### src/rtl/rx_frame_controller_if.sv
// rx_frame_controller_if
// ----------------------
// Bundles the serial input and the shift-register control/status outputs of
// the ECE272 receive frame controller.
//
// Signals:
//   rx_line      serial line toward the controller (idle high, LSB first)
//   shift_en     one-cycle shift strobe for the 12-bit shift register
//   shift_bit    data bit presented with shift_en
//   shift_dump   one-cycle ShiftDump strobe (word -> parallel output)
//   frame_valid  one-cycle pulse the cycle after shift_dump
//   frame_error  one-cycle pulse on a bad stop bit (or parity)
//   busy         high whenever the controller is not idle
//   frame_count  running count of good frames (wraps)
//
// Modports:
//   master  the frame controller (drives the control/status outputs)
//   slave   the line driver / shift-register side
interface rx_frame_controller_if #(
    parameter int CNT_W = 8
);
    logic             rx_line;
    logic             shift_en;
    logic             shift_bit;
    logic             shift_dump;
    logic             frame_valid;
    logic             frame_error;
    logic             busy;
    logic [CNT_W-1:0] frame_count;

    modport master (
        input  rx_line,
        output shift_en,
        output shift_bit,
        output shift_dump,
        output frame_valid,
        output frame_error,
        output busy,
        output frame_count
    );

    modport slave (
        output rx_line,
        input  shift_en,
        input  shift_bit,
        input  shift_dump,
        input  frame_valid,
        input  frame_error,
        input  busy,
        input  frame_count
    );
endinterface

### src/rtl/rx_frame_controller.sv
// rx_frame_controller
// -------------------
// Frame sequencer for the 12-bit serial receive shift register. Detects the
// start bit on the asynchronous serial line, strobes shift_en at the middle
// of every data bit, checks the stop bit, then issues shift_dump followed by
// frame_valid. The shift register itself holds no timing logic.
//
// Optional build macro: PARITY_CHECK_EN
//   When defined, an even-parity bit is expected between the last data bit
//   and the stop bit; a parity mismatch raises frame_error and suppresses
//   shift_dump.
//
// Ports:
//   clk    system clock, rising edge
//   reset  synchronous, active-high reset
//   bus    rx_frame_controller_if.master (rx_line in; shift_en, shift_bit,
//          shift_dump, frame_valid, frame_error, busy, frame_count out)
module rx_frame_controller #(
    parameter int DATA_BITS    = 12,
    parameter int CLKS_PER_BIT = 16,
    parameter int CNT_W        = 8
) (
    input  logic                   clk,
    input  logic                   reset,
    rx_frame_controller_if.master  bus
);

    localparam int TMR_W = (CLKS_PER_BIT > 2) ? $clog2(CLKS_PER_BIT) : 1;
    localparam int BIT_W = $clog2(DATA_BITS + 1);

    localparam logic [TMR_W-1:0] TMR_LAST      = TMR_W'(CLKS_PER_BIT - 1);
    localparam logic [TMR_W-1:0] TMR_HALF_LAST = TMR_W'(CLKS_PER_BIT / 2 - 1);
    localparam logic [BIT_W-1:0] BIT_LAST      = BIT_W'(DATA_BITS - 1);

    localparam logic [2:0] ST_IDLE      = 3'd0;
    localparam logic [2:0] ST_START     = 3'd1;
    localparam logic [2:0] ST_DATA      = 3'd2;
`ifdef PARITY_CHECK_EN
    localparam logic [2:0] ST_PARITY    = 3'd3;
`endif
    localparam logic [2:0] ST_STOP      = 3'd4;
    localparam logic [2:0] ST_DUMP      = 3'd5;
    localparam logic [2:0] ST_VALID     = 3'd6;
    localparam logic [2:0] ST_WAIT_IDLE = 3'd7;

    // Two-flop synchronizer; resets to the idle (high) line level so a
    // reset never fabricates a start edge.
    logic rx_meta_q;
    logic rx_s_q;

    logic [2:0]       state_q,       state_d;
    logic [TMR_W-1:0] timer_q,       timer_d;
    logic [BIT_W-1:0] bit_cnt_q,     bit_cnt_d;
    logic [CNT_W-1:0] frame_count_q, frame_count_d;
    logic             shift_en_q,    shift_en_d;
    logic             shift_bit_q,   shift_bit_d;
    logic             shift_dump_q,  shift_dump_d;
    logic             frame_valid_q, frame_valid_d;
    logic             frame_error_q, frame_error_d;
    logic             busy_q,        busy_d;
`ifdef PARITY_CHECK_EN
    logic             parity_q,      parity_d;
`endif

    always_ff @(posedge clk) begin
        if (reset) begin
            rx_meta_q <= 1'b1;
            rx_s_q    <= 1'b1;
        end else begin
            rx_meta_q <= bus.rx_line;
            rx_s_q    <= rx_meta_q;
        end
    end

    always_comb begin
        state_d       = state_q;
        timer_d       = timer_q;
        bit_cnt_d     = bit_cnt_q;
        frame_count_d = frame_count_q;
        shift_en_d    = 1'b0;
        shift_bit_d   = shift_bit_q;
        shift_dump_d  = 1'b0;
        frame_valid_d = 1'b0;
        frame_error_d = 1'b0;
`ifdef PARITY_CHECK_EN
        parity_d      = parity_q;
`endif

        case (state_q)
            ST_IDLE: begin
                if (!rx_s_q) begin
                    state_d = ST_START;
                    timer_d = '0;
                end
            end

            // Wait half a bit so every later sample lands mid-bit; a line
            // that is high again by then was a glitch.
            ST_START: begin
                if (timer_q == TMR_HALF_LAST) begin
                    timer_d = '0;
                    if (!rx_s_q) begin
                        state_d   = ST_DATA;
                        bit_cnt_d = '0;
`ifdef PARITY_CHECK_EN
                        parity_d  = 1'b0;
`endif
                    end else begin
                        state_d = ST_IDLE;
                    end
                end else begin
                    timer_d = timer_q + 1'b1;
                end
            end

            ST_DATA: begin
                if (timer_q == TMR_LAST) begin
                    timer_d     = '0;
                    shift_en_d  = 1'b1;
                    shift_bit_d = rx_s_q;
                    bit_cnt_d   = bit_cnt_q + 1'b1;
`ifdef PARITY_CHECK_EN
                    parity_d    = parity_q ^ rx_s_q;
`endif
                    if (bit_cnt_q == BIT_LAST) begin
`ifdef PARITY_CHECK_EN
                        state_d = ST_PARITY;
`else
                        state_d = ST_STOP;
`endif
                    end
                end else begin
                    timer_d = timer_q + 1'b1;
                end
            end

`ifdef PARITY_CHECK_EN
            // Even parity: data XOR parity bit must be zero.
            ST_PARITY: begin
                if (timer_q == TMR_LAST) begin
                    timer_d = '0;
                    if (parity_q ^ rx_s_q) begin
                        frame_error_d = 1'b1;
                        state_d       = ST_WAIT_IDLE;
                    end else begin
                        state_d = ST_STOP;
                    end
                end else begin
                    timer_d = timer_q + 1'b1;
                end
            end
`endif

            ST_STOP: begin
                if (timer_q == TMR_LAST) begin
                    timer_d = '0;
                    if (rx_s_q) begin
                        state_d = ST_DUMP;
                    end else begin
                        frame_error_d = 1'b1;
                        state_d       = ST_WAIT_IDLE;
                    end
                end else begin
                    timer_d = timer_q + 1'b1;
                end
            end

            ST_DUMP: begin
                shift_dump_d = 1'b1;
                state_d      = ST_VALID;
            end

            ST_VALID: begin
                frame_valid_d = 1'b1;
                frame_count_d = frame_count_q + 1'b1;
                state_d       = ST_IDLE;
            end

            // A line stuck low after a bad frame must not look like a new
            // start bit; wait for it to return high first.
            ST_WAIT_IDLE: begin
                if (rx_s_q) begin
                    state_d = ST_IDLE;
                end
            end

            default: begin
                state_d = ST_IDLE;
            end
        endcase

        busy_d = (state_d != ST_IDLE);
    end

    always_ff @(posedge clk) begin
        if (reset) begin
            state_q       <= ST_IDLE;
            timer_q       <= '0;
            bit_cnt_q     <= '0;
            frame_count_q <= '0;
            shift_en_q    <= 1'b0;
            shift_bit_q   <= 1'b0;
            shift_dump_q  <= 1'b0;
            frame_valid_q <= 1'b0;
            frame_error_q <= 1'b0;
            busy_q        <= 1'b0;
`ifdef PARITY_CHECK_EN
            parity_q      <= 1'b0;
`endif
        end else begin
            state_q       <= state_d;
            timer_q       <= timer_d;
            bit_cnt_q     <= bit_cnt_d;
            frame_count_q <= frame_count_d;
            shift_en_q    <= shift_en_d;
            shift_bit_q   <= shift_bit_d;
            shift_dump_q  <= shift_dump_d;
            frame_valid_q <= frame_valid_d;
            frame_error_q <= frame_error_d;
            busy_q        <= busy_d;
`ifdef PARITY_CHECK_EN
            parity_q      <= parity_d;
`endif
        end
    end

    assign bus.shift_en    = shift_en_q;
    assign bus.shift_bit   = shift_bit_q;
    assign bus.shift_dump  = shift_dump_q;
    assign bus.frame_valid = frame_valid_q;
    assign bus.frame_error = frame_error_q;
    assign bus.busy        = busy_q;
    assign bus.frame_count = frame_count_q;

endmodule

### src/flat_wrapper.sv
// flat-port wrapper written by rule: the top's interface ports become plain ports
module rx_frame_controller_flat 
#(
    parameter int DATA_BITS    = 12,
    parameter int CLKS_PER_BIT = 16,
    parameter int CNT_W        = 8
)
  (clk, reset, bus_rx_line, bus_shift_en, bus_shift_bit, bus_shift_dump, bus_frame_valid, bus_frame_error, bus_busy, bus_frame_count);
  rx_frame_controller_if #(.CNT_W(CNT_W)) bus_i ();
  input  logic clk;
  input  logic reset;
  input wire logic [$bits(bus_i.rx_line)-1:0] bus_rx_line;
  output wire logic [$bits(bus_i.shift_en)-1:0] bus_shift_en;
  output wire logic [$bits(bus_i.shift_bit)-1:0] bus_shift_bit;
  output wire logic [$bits(bus_i.shift_dump)-1:0] bus_shift_dump;
  output wire logic [$bits(bus_i.frame_valid)-1:0] bus_frame_valid;
  output wire logic [$bits(bus_i.frame_error)-1:0] bus_frame_error;
  output wire logic [$bits(bus_i.busy)-1:0] bus_busy;
  output wire logic [$bits(bus_i.frame_count)-1:0] bus_frame_count;
  assign bus_i.rx_line = bus_rx_line;
  assign bus_shift_en = bus_i.shift_en;
  assign bus_shift_bit = bus_i.shift_bit;
  assign bus_shift_dump = bus_i.shift_dump;
  assign bus_frame_valid = bus_i.frame_valid;
  assign bus_frame_error = bus_i.frame_error;
  assign bus_busy = bus_i.busy;
  assign bus_frame_count = bus_i.frame_count;
  rx_frame_controller #(.DATA_BITS(DATA_BITS), .CLKS_PER_BIT(CLKS_PER_BIT), .CNT_W(CNT_W)) u_core (.clk(clk), .reset(reset), .bus(bus_i));
endmodule
### config.mk
export PLATFORM = sky130hd
export DESIGN_NAME = rx_frame_controller_flat
export DESIGN_NICKNAME = d
export VERILOG_FILES = /design/src/rtl/rx_frame_controller_if.sv /design/src/rtl/rx_frame_controller.sv /design/src/flat_wrapper.sv
export SDC_FILE = /design/constraint.sdc
export NUM_CORES = 1
export LEC_CHECK = 0
export CORE_MARGIN = 2
export CORE_UTILIZATION = 50
export DETAILED_ROUTE_END_ITERATION = 8
export PLACE_DENSITY = 0.7
export REMOVE_ABC_BUFFERS = 1
export SYNTH_ARGS = -nofsm -noshare
export SYNTH_HDL_FRONTEND = slang
export SYNTH_SLANG_ARGS = --single-unit
export TNS_END_PERCENT = 50
### constraint.sdc
create_clock -name clk -period 2.2 [get_ports clk]
set_clock_uncertainty 0.05 [all_clocks]
set_input_delay 0.44 -clock clk [delete_from_list [all_inputs] [get_ports clk]]
set_output_delay 0.44 -clock clk [all_outputs]
set_load 0.005 [all_outputs]
# [Yosys cells after proc, flatten, opt, wreduce, memory -nomap -nowiden]
# Cells that the tools add are included.
[totals] output_inout_bits=14 elab_cells=61 inputBits=3 ff_bits=27
[classes] n_eq_ne=13 reduce_logical=10 add_sub_neg=3 bitwise=3 mux=20
[op_table] operator="$mux W4" count=5
[op_table] operator="$mux W3" count=6
[op_table] operator="$pmux W3 S6" count=1
[op_table] operator="$eq A3 B3 Y1 const B" count=4
[op_table] operator="$pmux W4 S3" count=1
[op_table] operator="$add A4 B1 Y4 const B" count=2
[op_table] operator="$add A8 B1 Y8 const B" count=1
[op_table] operator="$eq A4 B4 Y1 const B" count=2
[op_table] operator="$pmux W4 S2" count=1
[op_table] operator="$reduce_bool A3 Y1" count=2
[op_table] operator="$eq A4 B3 Y1 const B" count=1
[op_table] operator="$mux W1" count=4
[op_table] operator="$mux W2" count=2
[op_table] operator="$ne A2 B1 Y1 const B" count=2
[op_table] operator="$ne A2 B2 Y1 const B" count=2
[op_table] operator="$reduce_and A2 Y1" count=2
[op_table] operator="$reduce_and A4 Y1" count=1
[op_table] operator="$reduce_or A2 Y1" count=2
[op_table] operator="$eq A3 B1 Y1 const B" count=1
[op_table] operator="$eq A3 B2 Y1 const B" count=1
[op_table] operator="$logic_not A3 Y1" count=1
[op_table] operator="$not A1 Y1" count=3
[op_table] operator="$reduce_or A3 Y1" count=1
[op_table] operator="$reduce_bool A2 Y1" count=1

# [Longest topological paths before layout]
# Gate-level depths: netlist of the first run.
[depth] depth_word=5 mapped_depth=6 mapped_depth_nobuf=5

# [Worst setup path before layout of the first run]
# No wires, ideal clock.
[synth_timing] kind="register to register" startpoint="register u_core.timer_q[0]" endpoint="register u_core.timer_q[3]" path_stages_with_launch=6 setup_slack_ps=463 required_ps=2076 n_path_buf=0 setup_ps=74 period_less_slack_ps=1737 arrival_time_ps=1612 cell_sequence="dfxtp_1 > ha_1 > and3_4 > o32ai_4 > or4b_1 > a31oi_1"
[synth_between] elab_chain_len=3 elab_cells_between_ends=6 classes_between="1 x add/sub; 2 x eq/ne; 3 x mux"
[synth_rtl] item="start: declaration" line_no="rx_frame_controller.sv:52" text="logic [TMR_W-1:0] timer_q, timer_d;"
[synth_rtl] item="start signal: assignment" line_no="rx_frame_controller.sv:212" text="timer_q <= timer_d;"
[synth_rtl] item="$add A4 B1 Y4, or another cell as far along" line_no="rx_frame_controller.sv:112, rx_frame_controller.sv:133, rx_frame_controller.sv:164"
[synth_rtl] item="$mux W4, on equally long branches" line_no="rx_frame_controller.sv:117, rx_frame_controller.sv:155, rx_frame_controller.sv:100"
[synth_rtl] item="$pmux W4 S3 (*)" line_no="rx_frame_controller.sv:89" text="case (state_q)"
# Mark *: on every way between the ends. The rest lies on a longest branch, timed or not.
# A chain may end at the register's enable or synchronous reset.

# [Worst setup path after layout of the first run]
# Ends and elaborated chain as after synthesis.

==> flow_summary.yaml, run 1 <==
logic_synthesis:
  synth_area_per_cell_um2: 8.85
  synth_edf_count: 0
  ys_async_sr_fraction_pct: 0
  ys_seq_elements: 27
  synth.top_cell.area_share_pct: 41.0
  ys.flop_type: "dfxtp_1"
  synth.distinct_cells: 43
  synth_largest_area_cell: "dfxtp_1"
  synth_area_um2: 1320
  syn_inst: 149
  ys_seq_area_share_pct: 41.0
  synth.area.top_cells: "dfxtp_1, nand2_1, nor2_1"
  ys.warnings.count: 0
clock_network:
  cts_buffers: 3
  clk_latency_ns: 0.32
  htree_levels: 1
  hold_buffers: 0
  cts_root_buf: "clkbuf_4"
  cts_resized: 0
  cts_tree: "yes"
  clk_pin_slew_ns: 0.16
  cts_sinks: 27
  cts_setup_buffers: 0
  clockBufferDepth: 2
setup_path:
  cp.buffers_inverters: 0
  reg2reg_depth: 5
  worstPathCellList: "ha_1 -> and3_4 -> o32ai_4 -> or4b_1 -> a31oi_1"
  worstPathRequired_ns: 2.42
  slowest_stage: "or4b_1"
  cp_top_family: "simple AND/OR/NAND/NOR gates"
  reg2reg_from: "u_core.timer_q[0]$_SDFFE_PP0P_"
  crit_path_max_incr_delay_ns: 0.45
  cp_data_arrival_time_ns: 2.08
  start_kind: "flop"
  r2r-end: "u_core.timer_q[3]$_SDFFE_PP0P_"
  worstPathMaxFanout: 6
  rrSetupSlack_ns: 0.33
  setup.worst_path.class: "flop to flop"
  cp-end-kind: "flop"
timing:
  finalHoldViolations: 0
  setup_tns_ns: 0
  setup_violations: 0
  relSlewSlack_pct: 64.0
  maxSlewViolCount: 0
  fmax_ghz: 0.536
  min_period_over_period_pct: 84.8
  hold_slack_ns: 0.377
  fin_crit_ns: 1.87
  rsz0062_at_grt: "false"
  finalWorstSetupSlack_ns: 0.335
  tightest_slew_ns: 0.539
drt:
  ant_nets: 0
  via_count: 1128
  first_iter_violations: 27
  drc: 0
  routedWlPerCell_um: 13.3
  routed_via_density: 5.81
  first_pass_iters: 4
  wirelength_mm: 2.58
global_route:
  grt_max_degree: 19
  grt_pass1_vias: 966
  grt.total_usage_pct: 17.4
  grt_pass1_wl_mm: 4.47
  overflow: 0
  antenna_found_initial: 0
die:
  die-height_um: 55.4
  row_count: 18
  start_util_pct: 53.2
  dieArea_um2: 3060
  core_um2: 2480
  die_w_um: 55.4
  pin_count: 17
power_and_ir_drop:
  powerDensity_nw_per_um2: 495
  p_total_mw: 0.751
  irDropWorstVdd_mv: 0.484
  leakage_nw: 0.539
place:
  place_ws_ns: 0.361
  place_congestion: 0.797
  place.port_buffers: 16
  hpwl_mm: 1.91
layout:
  layout-drive-gt1-share_pct: 9.15
  final_common_cell: "dfxtp_1"
  n_antenna_cell: 0
  final_nets: 171
  syn2layout_area_growth_pct: 15.1
  final_cell_mix: "dfxtp_1, clkdlybuf4s50_1, nor2_1, nand2_1"
min_path:
  min_to: "u_core.rx_s_q$_SDFF_PP1_"
  min_path_cells: 1
  hp-class: "flop to flop"
  hold_start: "u_core.rx_meta_q$_SDFF_PP1_"
run_status:
  outcome: "completed"
run:
  drv_cap: 0
cell type report:
type | instances | area, um^2
timing repair buffer | 20 | 190
fill | 226 | 960
clock buffer | 3 | 22.5
inverter | 3 | 11.3
tap | 30 | 37.5
multi-input combinational | 110 | 708
sequential | 27 | 541
clock inverter | 1 | 7.51
power breakdown:
| group | leakage [nW] | switching [mW] | internal (mW) | total, mW |
|---|---|---|---|---|
| clock network | 0.0139 | 0.156 | 0.0694 | 0.225 |
| registers | 0.218 | 0.00195 | 0.492 | 0.494 |
| logic | 0.307 | 0.0171 | 0.0141 | 0.0311 |
| total | 0.539 | 0.175 | 0.576 | 0.751 |
flip-flops by register name (all words and copies together), names as in the netlist:
signal and cells:
u_core.state_q 3, u_core.bus.shift_en 1, u_core.rx_meta_q 1, u_core.bit_cnt_q 4, u_core.bus.shift_dump 1, u_core.bus.busy 1
u_core.bus.shift_bit 1, u_core.bus.frame_count 8, u_core.bus.frame_valid 1, u_core.timer_q 4, u_core.rx_s_q 1, u_core.bus.frame_error 1
per-layer routing:
layer / GRT usage, % / vias up / share of wire, %
li1: - / 565 / -
met4: 3.14 / 0 / 0
met3: 2.11 / 0 / 4.2
met2: 28.4 / 24 / 49
met1: 24.7 / 539 / 47
met5: 0 / - / 0
synth_stat cells (4+ instances only):
cell type and instances:
nor3_1 4, a31oi_1 4, nand2_1 15, dfxtp_1 27
a21oi_1 8, or3_1 4, xor2_1 4, nand3_1 8
nor2_1 15, clkbuf_1 4, o21ai_0 4
worst max-delay path by stage:
stage / from / endpoint / slack, ns / cells after the start
5_1_grt: u_core.state_q[2]$_SDFF_PP0_ / u_core.timer_q[3]$_SDFFE_PP0P_ / 0.24 / 4
4_1_cts: u_core.timer_q[0]$_SDFFE_PP0P_ / u_core.timer_q[3]$_SDFFE_PP0P_ / 0.33 / 5
3_3_place_gp: u_core.timer_q[0]$_SDFFE_PP0P_ / u_core.timer_q[3]$_SDFFE_PP0P_ / 0.40 / 5
6_report: u_core.timer_q[0]$_SDFFE_PP0P_ / u_core.timer_q[3]$_SDFFE_PP0P_ / 0.33 / 5
2_1_floorplan: u_core.state_q[0]$_SDFF_PP0_ / u_core.bit_cnt_q[1]$_SDFFE_PP0P_ / 0.44 / 4
3_5_place_dp: u_core.timer_q[0]$_SDFFE_PP0P_ / u_core.timer_q[3]$_SDFFE_PP0P_ / 0.36 / 5
kinds of logic (layout without fill, tap and decap cells):
family | count (synthesis) | after routing | synth area share, %
compound gates | 28 | 28 | 15.0
xor+xnor | 7 | 7 | 4.65
fa+ha+maj | 3 | 3 | 2.85
buf+inv | 12 | 27 | 5.31
flops | 27 | 27 | 41.0
mux | 3 | 3 | 2.28
simple gates | 69 | 69 | 28.9
per-stage QoR:
step	cell area, um^2	instances	util (%)
6_report	1520	194	61.3
5_1_grt	1520	194	61.3
4_1_cts	1520	194	61.3
3_5_place_dp	1490	190	60.1
3_3_place_gp	1490	190	60.1
2_1_floorplan	1260	140	-
Note: power is estimated with default switching activity, not from simulation.
==> run 2, diff against run 1 <==
Clock period 2.2 ns to 1.84 ns, I/O delays scaled along.
==> flow_summary.yaml, run 2 (synthesis gave the netlist of run 1 again) <==
place:
  place_congestion: 0.831
  placed_cells: 195
  place.port_buffers: 16
  hpwl_mm: 2.07
  post_dp_cell_area_um2: 1530
layout:
  final_nets: 177
  utilization_pct: 63.2
  final_common_cell: "dfxtp_1"
  post-route-cell-area_um2: 1570
  final_cell_mix: "dfxtp_1, clkdlybuf4s50_1, nor2_1, nand2_1, buf_4"
  largest_register_ff_count: 8
  layout-drive-gt1-share_pct: 13.5
  n_antenna_cell: 0
  finalNonFillerCells: 200
  syn2layout_area_growth_pct: 18.7
die:
  dieArea_um2: 3060
  start_util_pct: 53.2
  pin_count: 17
  die-height_um: 55.4
  die_w_um: 55.4
  row_count: 18
  core_um2: 2480
setup_path:
  worstPathCellList: "ha_1 -> and3_4 -> o32ai_4 -> or4b_1 -> a31oi_1"
  worstPathRequired_ns: 2.07
  crit_path_max_incr_delay_ns: 0.47
  cp.buffers_inverters: 0
  cp_data_arrival_time_ns: 2.02
  cp-end-kind: "flop"
  cp_top_family: "simple AND/OR/NAND/NOR gates"
  slowest_stage: "or4b_1"
  rrSetupSlack_ns: 0.04
  start_kind: "flop"
  worstPathMaxFanout: 4
  setup.worst_path.class: "flop to flop"
drt:
  first_iter_violations: 22
  routed_via_density: 5.75
  routedWlPerCell_um: 13.8
  ant_nets: 0
  wirelength_mm: 2.76
  drc: 0
  first_pass_iters: 4
  via_count: 1150
clock_network:
  clockBufferDepth: 2
  cts_root_buf: "clkbuf_4"
  clk_pin_slew_ns: 0.16
  cts_buffers: 3
  clk_latency_ns: 0.34
  cts_sinks: 27
  htree_levels: 1
  cts_tree: "yes"
power_and_ir_drop:
  cellInternalPower_mw: 0.692
  leakage_nw: 0.570
  powerDensity_nw_per_um2: 579
  p_total_mw: 0.907
  clockPowerShare_pct: 30.2
  share_comb_of_total_power_pct: 4.7
  switchingPower_mw: 0.214
  irDropWorstVdd_mv: 0.430
  seqPwrFrac_pct: 65.1
  switching_share_pct: 23.6
global_route:
  overflow: 0
  grt_pass1_wl_mm: 4.64
  grt_max_degree: 19
  antenna_found_initial: 0
  grt.total_usage_pct: 18.6
  grt_pass1_vias: 1098
timing:
  rsz0062_at_grt: "true"
  setup_violations: 0
  tightest_slew_ns: 0.371
  fmax_ghz: 0.556
  setup_tns_ns: 0
  min_period_over_period_pct: 97.7
  maxSlewViolCount: 0
  finalHoldViolations: 0
  relSlewSlack_pct: 74.6
  fin_crit_ns: 1.80
run_status:
  outcome: "completed"
run:
  drv_cap: 0
min_path:
  hp-class: "flop to flop"
[run 2: cell count changes in the layout (fill, tap and decap cells not counted), sizes merged]
cell  before  now
buf        4   10
[run 2: path summary, 6_finish.rpt]
path | cells after the start | to | start
min | 1 | u_core.rx_s_q$_SDFF_PP1_ | u_core.rx_meta_q$_SDFF_PP1_
max | 5 | u_core.timer_q[3]$_SDFFE_PP0P_ | u_core.timer_q[0]$_SDFFE_PP0P_
min reg2reg | 1 | u_core.rx_s_q$_SDFF_PP1_ | u_core.rx_meta_q$_SDFF_PP1_
max reg2reg | 5 | u_core.timer_q[3]$_SDFFE_PP0P_ | u_core.timer_q[0]$_SDFFE_PP0P_
[run 2: repair_timing]
item | 4_1_cts | 5_1_grt
buffers inserted | 0 | 1
pin swaps | 0 | 1
gates cloned | 0 | 0
endpoints found under the setup margin | 1 | 1
hold buffers | 0 | 0
gates resized for setup | 2 | 0
[run 2: cell type report]
type / count / area, um^2
Clock buffer: 3 / 22.5
Clock inverter: 1 / 7.51
Fill cell: 220 / 912
Inverter: 3 / 11.3
Multi-Input combinational cell: 110 / 708
Sequential cell: 27 / 543
Tap cell: 30 / 37.5
Timing Repair Buffer: 26 / 235
[run 2: power by group through the flow]
stage | logic [mW] | registers, mW | clock network (mW)
after global routing | 0.0464 | 0.591 | 0.301
after global placement | 0.0399 | 0.603 | 0
after floorplan | 0.0139 | 0.606 | 0
after CTS | 0.0415 | 0.590 | 0.282
after detailed placement | 0.0413 | 0.603 | 0
final | 0.0426 | 0.590 | 0.274
[run 2: routing by layer]
layer	routed length, um	share of wire (%)	track usage [%]
met1	1270	46	22.3
met2	1300	47	31.0
met3	115	4.2	3.98
met4	67	2.4	9.41
met5	0	0	0
[run 2: per-stage QoR]
| stage | hold WS [ns] | worst slack (ns) |
|---|---|---|
| 2_1_floorplan | 0.339 | 0.0832 |
| 3_3_place_gp | 0.348 | 0.102 |
| 4_1_cts | 0.396 | 0.00898 |
| 6_report | 0.393 | 0.0415 |
| 3_5_place_dp | 0.350 | 0.0236 |
| 5_1_grt | 0.416 | -0.0490 |
